### config.mk
export PLATFORM = sky130hd
export DESIGN_NAME = data_mem_trace
export DESIGN_NICKNAME = d
export VERILOG_FILES = /design/src/rtl/data_mem_trace.sv
export SDC_FILE = /design/constraint.sdc
export NUM_CORES = 1
export LEC_CHECK = 0
export BUFFER_PORTS_ARGS = -buffer_cell sky130_fd_sc_hd__buf_2
export CAP_MARGIN = 20
export CELL_PAD_IN_SITES_DETAIL_PLACEMENT = 1
export CELL_PAD_IN_SITES_GLOBAL_PLACEMENT = 2
export CORE_ASPECT_RATIO = 1.4
export CORE_UTILIZATION = 47
export DETAILED_ROUTE_END_ITERATION = 16
export PLACE_DENSITY_LB_ADDON = 0.1
export SLEW_MARGIN = 30
export SYNTH_ARGS = -nofsm -noshare
export SYNTH_HDL_FRONTEND = slang
export SYNTH_SLANG_ARGS = --single-unit
### constraint.sdc
create_clock -name clk -period 7 [get_ports clk]
set_input_delay 0.35 -clock clk [delete_from_list [all_inputs] [get_ports clk]]
set_output_delay 0.35 -clock clk [all_outputs]
set_load 0.02 [all_outputs]
### src/rtl/data_mem_trace.sv
// Data-memory access tracer: windowed capture of bus loads/stores
// into a circular buffer, drained over a valid/ready port.
module data_mem_trace #(
    parameter int                ADDR_W = 32,
    parameter int                DATA_W = 32,
    parameter int                DEPTH  = 16,
    parameter logic [ADDR_W-1:0] WIN_LO = '0,
    parameter logic [ADDR_W-1:0] WIN_HI = {ADDR_W{1'b1}}
) (
    input  logic                   clk,
    input  logic                   reset,
    input  logic [ADDR_W-1:0]      addr,
    input  logic [DATA_W-1:0]      wdata,
    input  logic [DATA_W-1:0]      rdata,
    input  logic                   read,
    input  logic                   write,
    input  logic                   arm,
    input  logic                   disarm,
    input  logic                   clear,
    input  logic                   stop_on_full,
    output logic                   out_valid,
    input  logic                   out_ready,
    output logic                   out_wr,
    output logic                   out_rd,
    output logic [ADDR_W-1:0]      out_addr,
    output logic [DATA_W-1:0]      out_data,
    output logic [$clog2(DEPTH):0] count,
    output logic [15:0]            drop_cnt,
    output logic [1:0]             state
);

    localparam int           AW     = $clog2(DEPTH);
    localparam logic [AW:0]  FULL_N = (AW+1)'(DEPTH);

    typedef enum logic [1:0] {
        IDLE    = 2'd0,
        CAPTURE = 2'd1,
        STOPPED = 2'd2
    } st_t;

    st_t st_q, st_d;

    logic [ADDR_W-1:0] mem_addr [DEPTH];
    logic [DATA_W-1:0] mem_data [DEPTH];
    logic              mem_wr   [DEPTH];
    logic              mem_rd   [DEPTH];

    logic [AW-1:0] rd_q, wr_q;
    logic [AW:0]   cnt_q;
    logic [15:0]   drop_q;

    logic lo_ok, hi_ok, hit;
    logic full, pop, cap, push, ovr, stop_evt, drop_ev, wen;

    // Window edges at the extremes of the address space need no compare
    if (WIN_LO == '0) begin : g_lo_open
        assign lo_ok = 1'b1;
    end else begin : g_lo_cmp
        assign lo_ok = (addr >= WIN_LO);
    end

    if (WIN_HI == {ADDR_W{1'b1}}) begin : g_hi_open
        assign hi_ok = 1'b1;
    end else begin : g_hi_cmp
        assign hi_ok = (addr <= WIN_HI);
    end

    assign hit = (read | write) & lo_ok & hi_ok;

    assign full      = (cnt_q == FULL_N);
    assign out_valid = (cnt_q != '0);
    assign pop       = out_valid & out_ready & ~clear;
    assign cap       = (st_q == CAPTURE) & hit & ~clear;
    assign push      = cap & (~full | pop);
    assign ovr       = cap & full & ~pop & ~stop_on_full;
    assign stop_evt  = cap & full & ~pop & stop_on_full;
    assign drop_ev   = ovr | stop_evt
                     | ((st_q == STOPPED) & hit & ~clear);
    assign wen       = push | ovr;

    always_comb begin
        st_d = st_q;
        unique case (st_q)
            IDLE: begin
                if (!disarm && arm) st_d = CAPTURE;
            end
            CAPTURE: begin
                if (disarm)        st_d = IDLE;
                else if (stop_evt) st_d = STOPPED;
            end
            STOPPED: begin
                if (disarm)                     st_d = IDLE;
                else if (clear || (arm && !full)) st_d = CAPTURE;
            end
            default: st_d = IDLE;
        endcase
    end

    always_ff @(posedge clk or negedge reset) begin
        if (!reset) begin
            st_q <= IDLE;
        end else begin
            st_q <= st_d;
        end
    end

    always_ff @(posedge clk or negedge reset) begin
        if (!reset) begin
            rd_q   <= '0;
            wr_q   <= '0;
            cnt_q  <= '0;
            drop_q <= '0;
        end else if (clear) begin
            rd_q   <= '0;
            wr_q   <= '0;
            cnt_q  <= '0;
            drop_q <= '0;
        end else begin
            if (wen)        wr_q <= wr_q + 1'b1;
            // An overwrite in wrap mode retires the oldest entry
            if (pop || ovr) rd_q <= rd_q + 1'b1;
            if (push && !pop)      cnt_q <= cnt_q + 1'b1;
            else if (pop && !push) cnt_q <= cnt_q - 1'b1;
            if (drop_ev && drop_q != 16'hFFFF)
                drop_q <= drop_q + 16'd1;
        end
    end

    always_ff @(posedge clk) begin
        if (wen) begin
            mem_addr[wr_q] <= addr;
            mem_data[wr_q] <= write ? wdata : rdata;
            mem_wr[wr_q]   <= write;
            mem_rd[wr_q]   <= read;
        end
    end

    assign out_wr   = mem_wr[rd_q];
    assign out_rd   = mem_rd[rd_q];
    assign out_addr = mem_addr[rd_q];
    assign out_data = mem_data[rd_q];
    assign count    = cnt_q;
    assign drop_cnt = drop_q;
    assign state    = st_q;

endmodule

==> results of run 1 <==
==> kinds of logic (layout without fill, tap and decap cells) <==
| group | Yosys count | after routing | synth area share |
|---|---|---|---|
| DFF | 1087 | 1087 | 0.7627 |
| muxes | 435 | 435 | 0.1441 |
| AOI/OAI and AO/OA | 373 | 373 | 0.05558 |
| and+or+nand+nor | 180 | 180 | 0.02086 |
| buffers and inverters | 125 | 422 | 0.01178 |
| adders and majority gates | 11 | 11 | 0.003407 |
| xor gates and xnor gates | 8 | 8 | 0.001645 |
| other | 0 | 2 | 0 |
==> power by group <==
| group | total [uW] | internal, uW | switching (uW) | leakage [uW] |
|---|---|---|---|---|
| clock | 5530 | 3170 | 2360 | 0.00161 |
| combinational | 1600 | 691 | 914 | 0.00388 |
| sequential | 7260 | 7190 | 67.9 | 0.00992 |
==> metrics by stage <==
stage	hold slack (ps)	cell area, sq um
6_report	61.01	48430
5_1_grt	48.18	48430
4_1_cts	20.02	48410
3_5_place_dp	472.1	45060
3_3_place_gp	469.1	44880
2_1_floorplan	54.41	42600
==> area by class of cell <==
class,instances,area [sq um]
Fill cell,8058,41360
Sequential cell,1087,32500
Multi-Input combinational cell,1007,9682
Clock buffer,120,2641
Tap cell,1188,1486
Timing Repair Buffer,234,1433
Clock inverter,65,670.6
Inverter,3,11.26
Antenna cell,2,5.005
==> worst max-delay path, stage by stage (launching register included) <==
cell	delay (ps)
sky130_fd_sc_hd__dfrtp_4	800
sky130_fd_sc_hd__buf_4	650
sky130_fd_sc_hd__and2_4	570
sky130_fd_sc_hd__buf_4	690
sky130_fd_sc_hd__a221oi_1	220
sky130_fd_sc_hd__o21ai_0	220
sky130_fd_sc_hd__nand2_1	190
sky130_fd_sc_hd__buf_2	230
==> registers in the layout, indices dropped and copies added (netlist names) <==
register and flops:
mem_data 512, state 2, drop_cnt 16, mem_wr 16, wr_q 4, mem_rd 16
mem_addr 512, rd_q 4, count 5
==> layout by cell type (no fill, tap or decap), drive strengths merged, types with 3 or more instances in the layout <==
| master | count |
|---|---|
| edfxtp | 1056 |
| buf | 231 |
| mux2i | 198 |
| o21ai | 134 |
| mux4 | 132 |
| clkbuf | 120 |
| mux2 | 105 |
| a21oi | 83 |
| nand2 | 76 |
| a22oi | 67 |
| a221oi | 66 |
| clkinv | 47 |
| dfrtp | 31 |
| nand3 | 22 |
| and2 | 17 |
| nor2 | 17 |
| bufinv | 13 |
| or4 | 11 |
| ha | 10 |
| o31ai | 8 |
| nor2b | 6 |
| nor4 | 5 |
| nand4 | 5 |
| xor2 | 5 |
| nand2b | 4 |
| and3 | 4 |
| clkinvlp | 4 |
| inv | 4 |
| nor3 | 3 |
| or3 | 3 |
| xnor2 | 3 |
| dlygate4sd3 | 3 |
==> per-layer routing <==
layer,track usage,vias to the layer above,wire length [um]
met1,0.2955,11650,43360
met3,0.03328,156,4460
met2,0.4304,559,57040
met4,0.06845,6,2494
met5,0,-,23
li1,-,9563,-
==> worst max-delay path by stage <==
stage	start	endpoint	slack, ps	cells past startpoint
final	rd_q[2]$_DFFE_PN0P_	out_data[26]	2320	7
after global routing	rd_q[2]$_DFFE_PN0P_	out_data[22]	2150	7
after CTS	rd_q[2]$_DFFE_PN0P_	out_data[26]	2290	7
after detailed placement	write	mem_data[5][12]$_DFFE_PP_	2830	8
after global placement	rd_q[2]$_DFFE_PN0P_	out_addr[23]	3030	7
after floorplan	state[1]$_DFFE_PN0P_	mem_addr[10][0]$_DFFE_PP_	3370	5
==> results.txt, run 1 <==
The run finished with clean final reports. The maximum clock frequency is 0.2137 GHz. Once detailed placement completed, the half-perimeter wirelength came to 61,960 um. CTS built an H-tree with a depth of 3. The standard cell core area came out at 89,790 sq um. Relative to the synthesized area, the layout overhead comes to 13.70%. In this run the critical register-to-register path is captured at mem_addr[5][26]$_DFFE_PP_. The final weighted congestion in routability-driven placement is 0.7608. Of the available clock period, the critical path in the final layout requires 0.6685. The startpoint of the tightest hold check path is addr[3].

In this run the core area contains 130 standard-cell rows. The worst reg-to-reg setup slack came out at 3280 ps. The number of hold violations in the final report came out at 0. The die is 358.2 um tall. The pin count of the biggest net entering global routing is 108. The clock transition time at the flip-flop clock pins of the worst setup and hold paths is 60 ps. The floorplan die area came out at 91,850 sq um.

The iteration-0 DRC count of the detailed router came out at 1,489. STA classifies the critical path startpoint as a register. The share of synthesized area occupied by flip-flops and latches is 0.7627. After global routing the overflow that remains totals 0.

In this run the cell area of the synthesized design comes to 42,600 sq um. The detail route stage leaves a number of antenna-violating nets equal to 0. Buffers inserted during clock tree synthesis total 101.

The combined global-route utilization of all metal layers is 0.2369. The instance count of the mapped netlist is 2,219. The insertion delay to the later sink of the worst-skew pair came out at 670 ps. The TritonCTS clock tree is built. The total wirelength of the detailed-routed design is 107,400 um.

The worst pin sits at a relative slew slack of 0.3561. The setup TNS is 0 ps. In this run, placement finished with an instance count of 3,515. For this design the top-level I/O count stands at 195. The startpoint identified for the worst register-to-register timing path is state[1]$_DFFE_PN0P_. The count of hold-fix buffers inserted at cts came out at 3.

The share of Yosys cell area claimed by the top area cell type came out at 0.7444. The Yosys step of the flow raised 0 warnings. In the synthesized netlist, the cells that appear most often are sky130_fd_sc_hd__edfxtp_1 (1,056), sky130_fd_sc_hd__mux2i_1 (198), sky130_fd_sc_hd__o21ai_0 (134), sky130_fd_sc_hd__mux4_2 (132), sky130_fd_sc_hd__mux2_2 (105). The depth of the worst hold-timing path is 1. For the final database, setup skew stands at 19.34 ps. Ranked by total cell area, the synthesized netlist is headed by sky130_fd_sc_hd__edfxtp_1 (74%), sky130_fd_sc_hd__mux4_2 (7.0%), sky130_fd_sc_hd__mux2i_1 (4.7%).

The number of buffers inserted by post-CTS setup repair is 0. The average cell area after synthesis came out at 19.20 sq um. The standby leakage power came out at 0.01541 uW.

The minimum period implied by the final worst setup slack came out at 4679 ps. In the final design database the tool counted 2,550 nets. The net count after synthesis came out at 2,335. The mean number of vias per cell is 5.920. The number of max-slew violations in the final report was 0. The post-cts sizing count is 0. The critical path data required time is 6650 ps. The first-pass detailed-route iteration total is 4. The worst-margin pin slew came out at 965.9 ps.

The core utilization of the finished layout is 0.5394. The first global-routing pass estimated 158,200 um of wire. The worst path arrival time came out at 4330 ps. The number of buffers added on ports is 194.

The effective utilization at floorplan is 0.4744. The cell type with the largest total area after synthesis is sky130_fd_sc_hd__edfxtp_1. The most common cell in the synthesized netlist is sky130_fd_sc_hd__edfxtp_1. The async set-reset flop share out of synthesis came out at 0.02852.

The die extent in x came out at 256.4 um. The non-filler instance count after layout is 3,706. The min-delay analysis places its worst path in the category in -> reg.

The max-capacitance violation count is 0. The number of antenna violations at the first check in global routing is 5. After detailed routing, the number of remaining DRC violations is 0. The overall power consumption came out at 14,400 uW. The worst setup path is of the reg -> out kind. Setup repair after global routing left no endpoint under its margin.

The count of unique library cells instantiated by Yosys is 48. The synthesis-stage register bit count came out at 1,087. Clock tree synthesis selected as its root buffer the cell sky130_fd_sc_hd__clkbuf_16. The maximum clock path buffer count is 3. The worst setup timing slack at the placement stage came out at 2835 ps. The via count of the first global-routing pass is 23,940.

The per-cell routed wire length is 28.98 um. The setup slack of the critical path after layout came out at 2321 ps. The worst hold path terminates at mem_addr[13][3]$_DFFE_PP_. In this run the worst path has a maximum fanout of 40. The number of cell instances on the worst register-to-register path is 6. The worst setup path is captured at an output port.

The predominant post-synthesis flop cell is sky130_fd_sc_hd__edfxtp_1. Power spread over the standard cell area amounts to 297.3 nW/um^2. The total of endpoints with negative setup slack in the final report came out at 0.

The fraction of final layout cells with drive strength greater than 1 came out at 0.2544. The detailed router placed 21,940 vias in this run. VDD sags by at most 0.2480 mV. The number of flops mapped to enable cells by yosys is 1,056. The number of sinks on the clock net is 1,087.
Power figures use the tool's default switching activity.
==> run 2: changes to the inputs <==
--- a/config.mk
+++ b/config.mk
@@ -5,12 +5,13 @@
 export SDC_FILE = /design/constraint.sdc
 export NUM_CORES = 1
 export LEC_CHECK = 0
+export ABC_AREA = 1
 export BUFFER_PORTS_ARGS = -buffer_cell sky130_fd_sc_hd__buf_2
 export CAP_MARGIN = 20
 export CELL_PAD_IN_SITES_DETAIL_PLACEMENT = 1
 export CELL_PAD_IN_SITES_GLOBAL_PLACEMENT = 2
 export CORE_ASPECT_RATIO = 1.4
-export CORE_UTILIZATION = 47
+export CORE_UTILIZATION = 43
 export DETAILED_ROUTE_END_ITERATION = 16
 export PLACE_DENSITY_LB_ADDON = 0.1
 export SLEW_MARGIN = 30
==> constraint.sdc (replaced) <==
create_clock -name clk -period 4.5 [get_ports clk]
set_input_delay 0.225 -clock clk [delete_from_list [all_inputs] [get_ports clk]]
set_output_delay 0.225 -clock clk [all_outputs]
set_load 0.02 [all_outputs]
==> run 2 against run 1 <==
Wire length increased by 19%. Critical path depth unchanged. First-iteration DRC count increased by 22%. Non-clock buffer count increased by 73. Clock skew decreased by 2.5 ps. Largest cell class unchanged. Hold slack improved by 87 ps. Core utilization decreased by 4.1 points. Global-route usage increased by 1.3 points. Design area increased by 3.7%.
==> results.txt, run 2 <==
The number of synthesis warnings came out at 0 (unchanged). The pin count of the biggest net entering global routing was 154 (was 108). The maximum clock path buffer count came out at 3 (unchanged).

Most common library cells after synthesis: sky130_fd_sc_hd__edfxtp_1 (1,056), sky130_fd_sc_hd__nand2_1 (859), sky130_fd_sc_hd__nand3_1 (309), sky130_fd_sc_hd__o21ai_0 (209), sky130_fd_sc_hd__o211ai_1 (196) (was sky130_fd_sc_hd__edfxtp_1 (1,056), sky130_fd_sc_hd__mux2i_1 (198), sky130_fd_sc_hd__o21ai_0 (134), sky130_fd_sc_hd__mux4_2 (132), sky130_fd_sc_hd__mux2_2 (105)). The share of synthesized area occupied by flip-flops and latches came out at 0.7434 (was 0.7627). The total of endpoints with negative setup slack in the final report came out at 0 (unchanged). The number of flops mapped to enable cells by yosys came out at 1,056 (unchanged). The setup slack of the critical path after layout is 643.8 ps (was 2321 ps). The post-cts sizing count came out at 0 (unchanged). The critical path startpoint category is a register (unchanged). Cells along the critical path: inv_8, buf_4, nor2_1, o211ai_1, nand4_1, nand2_1, buf_2 (was buf_4, and2_4, buf_4, a221oi_1, o21ai_0, nand2_1, buf_2).

The critical path data required time came out at 4280 ps (was 6650 ps). The total via count after detailed routing is 28,510 (was 21,940). The worst reg-to-reg setup slack came out at 1530 ps (was 3280 ps). The standby leakage power came out at 0.01726 uW (was 0.01541 uW). The cell with the most instances after synthesis is sky130_fd_sc_hd__edfxtp_1 (unchanged). The average cell area after synthesis came out at 12.56 sq um (was 19.20 sq um). The combined global-route utilization of all metal layers is 0.2502 (was 0.2369). The biggest cell delay along the critical path was 750 ps (was 800 ps). Setup repair after global routing missed its margin: false (unchanged).

The switching power share of the total came out at 0.2921 (was 0.2321). The number of standard-cell rows in the floorplan came out at 138 (was 130). The number of hold violations in the final report came out at 0 (unchanged). The path type of the worst setup path is reg -> out (unchanged). Most frequent cells in the layout: sky130_fd_sc_hd__edfxtp_1 (1,056), sky130_fd_sc_hd__nand2_1 (859), sky130_fd_sc_hd__nand3_1 (309) (was sky130_fd_sc_hd__edfxtp_1 (1,056), sky130_fd_sc_hd__mux2i_1 (198), sky130_fd_sc_hd__buf_2 (194)). The share of the cycle needed by the critical path after routing came out at 0.8569. The number of cell instances on the worst register-to-register path came to 7 (was 6). The slowest cell on the critical path is sky130_fd_sc_hd__dfrtp_4 (unchanged). The floorplan die area is 102,900 sq um (was 91,850 sq um). The net switching power is 7313 uW (was 3341 uW). The remaining max-slew budget at the tightest pin came to 0.4234 (was 0.3561). The startpoint of the worst setup timing path is rd_q[0]$_DFFE_PN0P_ (was rd_q[2]$_DFFE_PN0P_). The cell area power density came out at 498.3 nW/um^2 (was 297.3 nW/um^2). The share of Yosys cell area claimed by the top area cell type is 0.7256 (was 0.7444). The effective utilization at floorplan is 0.4334 (was 0.4744). The standard cell core area came out at 100,800 sq um (was 89,790 sq um).

The number of clock buffers inserted by TritonCTS is 105 (was 101). Status: complete, no violations (unchanged). The count of unique library cells instantiated by Yosys is 33 (was 48).

The first-pass GRT wire length is 192,000 um (was 158,200 um). The final setup skew is 16.86 ps (was 19.34 ps). The clock transition time at the flip-flop clock pins of the worst setup and hold paths came out at 60 ps (about the same). The die extent in x was 271.4 um (was 256.4 um). The sum of net half-perimeters after detailed placement is 69,540 um (was 61,960 um).

Largest registers: mem_addr x512, mem_data x512 (unchanged). The final weighted congestion in routability-driven placement is 0.7585 (was 0.7608). The antenna diode count is 0 (was 2). The minimum period implied by the final worst setup slack came out at 3856 ps. The worst setup timing slack at the placement stage is 1157 ps (was 2835 ps). The number of H-tree levels is 3 (unchanged). The post-synth design cell area came out at 43,700 sq um (was 42,600 sq um). The worst hold path class is in -> async (was in -> reg). The tightest hold margin is 148.4 ps (was 61.01 ps).

The cell area reported after detailed placement came out at 46,440 sq um (was 45,060 sq um). The count of hold-fix buffers inserted at cts is 41 (was 3). The final net count is 3,796 (was 2,550). The synthesis-stage register bit count came out at 1,087 (unchanged). The insertion delay to the later sink of the worst-skew pair came to 690 ps (was 670 ps). The async set-reset flop share out of synthesis came out at 0.02852 (unchanged). The TritonCTS clock tree is built (unchanged). Cell types occupying the most area after synthesis: sky130_fd_sc_hd__edfxtp_1 (73%), sky130_fd_sc_hd__nand2_1 (7.4%), sky130_fd_sc_hd__nand3_1 (3.5%) (was sky130_fd_sc_hd__edfxtp_1 (74%), sky130_fd_sc_hd__mux4_2 (7.0%), sky130_fd_sc_hd__mux2i_1 (4.7%)). The startpoint of the worst-slack reg-to-reg timing path is count[1]$_DFFE_PN0P_ (was state[1]$_DFFE_PN0P_). The most common library cell in the layout ignoring fill and taps is sky130_fd_sc_hd__edfxtp_1 (unchanged). The worst supply voltage drop on vdd is 0.3010 mV (was 0.2480 mV).

For this run, the top clock speed supported by timing is 0.2593 GHz. The number of sinks on the clock net came to 1,087 (unchanged). The number of max-slew violations in the final report is 0 (unchanged). The per-cell routed wire length is 24.99 um (was 28.98 um).

The part of the power in registers came out at 0.459 (was 0.504). The predominant post-synthesis flop cell is sky130_fd_sc_hd__edfxtp_1 (unchanged). The net count after synthesis is 3,596 (was 2,335). The via count of the first global-routing pass came out at 30,610 (was 23,940). The internal cell power is 17,720 uW (was 11,060 uW).

The number of buffers added on ports is 194 (unchanged). The count of antenna-violating nets left after detailed routing came out at 0 (unchanged). The non-filler instance count after layout was 5,094 (was 3,706). The cell type with the largest total area after synthesis is sky130_fd_sc_hd__edfxtp_1 (unchanged).

The max-capacitance violation count is 0 (unchanged). The instance count of the mapped netlist came out at 3,480 (was 2,219). The residual overflow from global routing was 0 (unchanged).

The share of power burned in the clock network is 0.354 (was 0.384). The top fanout value on the critical path was 112 (was 40). The worst-margin pin slew is 864.9 ps (was 965.9 ps).

The cell count after placement came out at 4,862 (was 3,515). The mean number of vias per cell is 5.596 (was 5.920). The number of remaining DRC errors is 0 (unchanged).

The number of filler instances in the final layout is 10,310 (was 8,058). The worst path arrival time came out at 3630 ps (was 4330 ps). The chip height is 379.2 um (was 358.2 um). The core utilization of the finished layout came out at 0.4982 (was 0.5394). The cell at the root of the clock tree was sky130_fd_sc_hd__clkbuf_16 (unchanged). The area of all placed cells without fillers is 50,240 sq um (was 48,430 sq um).

The total wirelength of the detailed-routed design came to 127,300 um (was 107,400 um). The count of buffer and inverter cells on the critical path is 3 (unchanged). The logic gate share of total power came to 0.187 (was 0.111). The growth of design area from synthesis to finish came to 14.97% (was 13.70%). The I/O pin count was 195 (unchanged).

The endpoint of the worst register-to-register path is mem_addr[15][20]$_DFFE_PP_ (was mem_addr[5][26]$_DFFE_PP_). The fraction of final layout cells with drive strength greater than 1 is 0.1217 (was 0.2544). The number of antenna violations at the first check in global routing is 2 (was 5). The iteration-0 DRC count of the detailed router is 1,818 (was 1,489). The first-pass detailed-route iteration total came out at 7 (was 4).

The kind of cell adding the most delay to the critical path was buffers and inverters (unchanged). The number of buffers inserted by post-CTS setup repair is 0 (unchanged). The kind of end point of the critical path is an output port (unchanged).
[run 2: area by class of cell]
cell class,count,area (sq um),share of cell area
clock buffer,135,2825,0.05623
clock inverter,56,565.5,0.01126
inverter,167,644.4,0.01283
multi-input combinational,2012,9772,0.1945
sequential,1087,32500,0.6468
tap,1330,1664,0.03312
timing repair buffer,307,2272,0.04523
[run 2: worst max path at each step]
stage | to | slack [ps] | depth (start not counted)
2_1_floorplan | mem_addr[0][0]$_DFFE_PP_ | -60 | 6
3_3_place_gp | mem_addr[15][20]$_DFFE_PP_ | 1260 | 7
3_5_place_dp | mem_addr[15][22]$_DFFE_PP_ | 1160 | 7
4_1_cts | out_addr[21] | 570 | 7
5_1_grt | out_addr[21] | 430 | 7
6_report | out_addr[21] | 640 | 7
[run 2: kinds of logic (layout without fill, tap and decap cells)]
logic type	after synthesis	after routing	synth area share
compound gates	483	483	0.06694
buf+inv	381	665	0.03576
flops	1087	1087	0.7434
simple gates	1507	1507	0.1484
xor+xnor	11	11	0.002205
fa+ha+maj	11	11	0.003321
[run 2: power by group through the flow]
stage | Combinational, uW | Sequential, uW | Clock (uW)
floorplan | 3000 | 11700 | 0
global placement | 4580 | 11700 | 0
detailed placement | 4720 | 11700 | 0
CTS | 4770 | 11500 | 9020
global route | 5180 | 11500 | 9380
finish | 4690 | 11500 | 8850
[run 2: per-stage QoR]
stage               total power [uW]  setup TNS [ps]
floorplan                      14670          -66050
global placement               16290               0
detailed placement             16430               0
CTS                            25300               0
global route                   26080               0
finish                         25040               0
[run 2: per-layer routing]
metal | wire [um] | track usage | vias to the layer above | share of wire
met2 | 66540 | 0.4496 | 600 | 0.52
met4 | 3488 | 0.08194 | 2 | 0.027
met3 | 4458 | 0.03049 | 191 | 0.035
met5 | 7 | 0 | - | 0.000055
met1 | 52820 | 0.3115 | 14740 | 0.41
li1 | - | - | 12980 | -
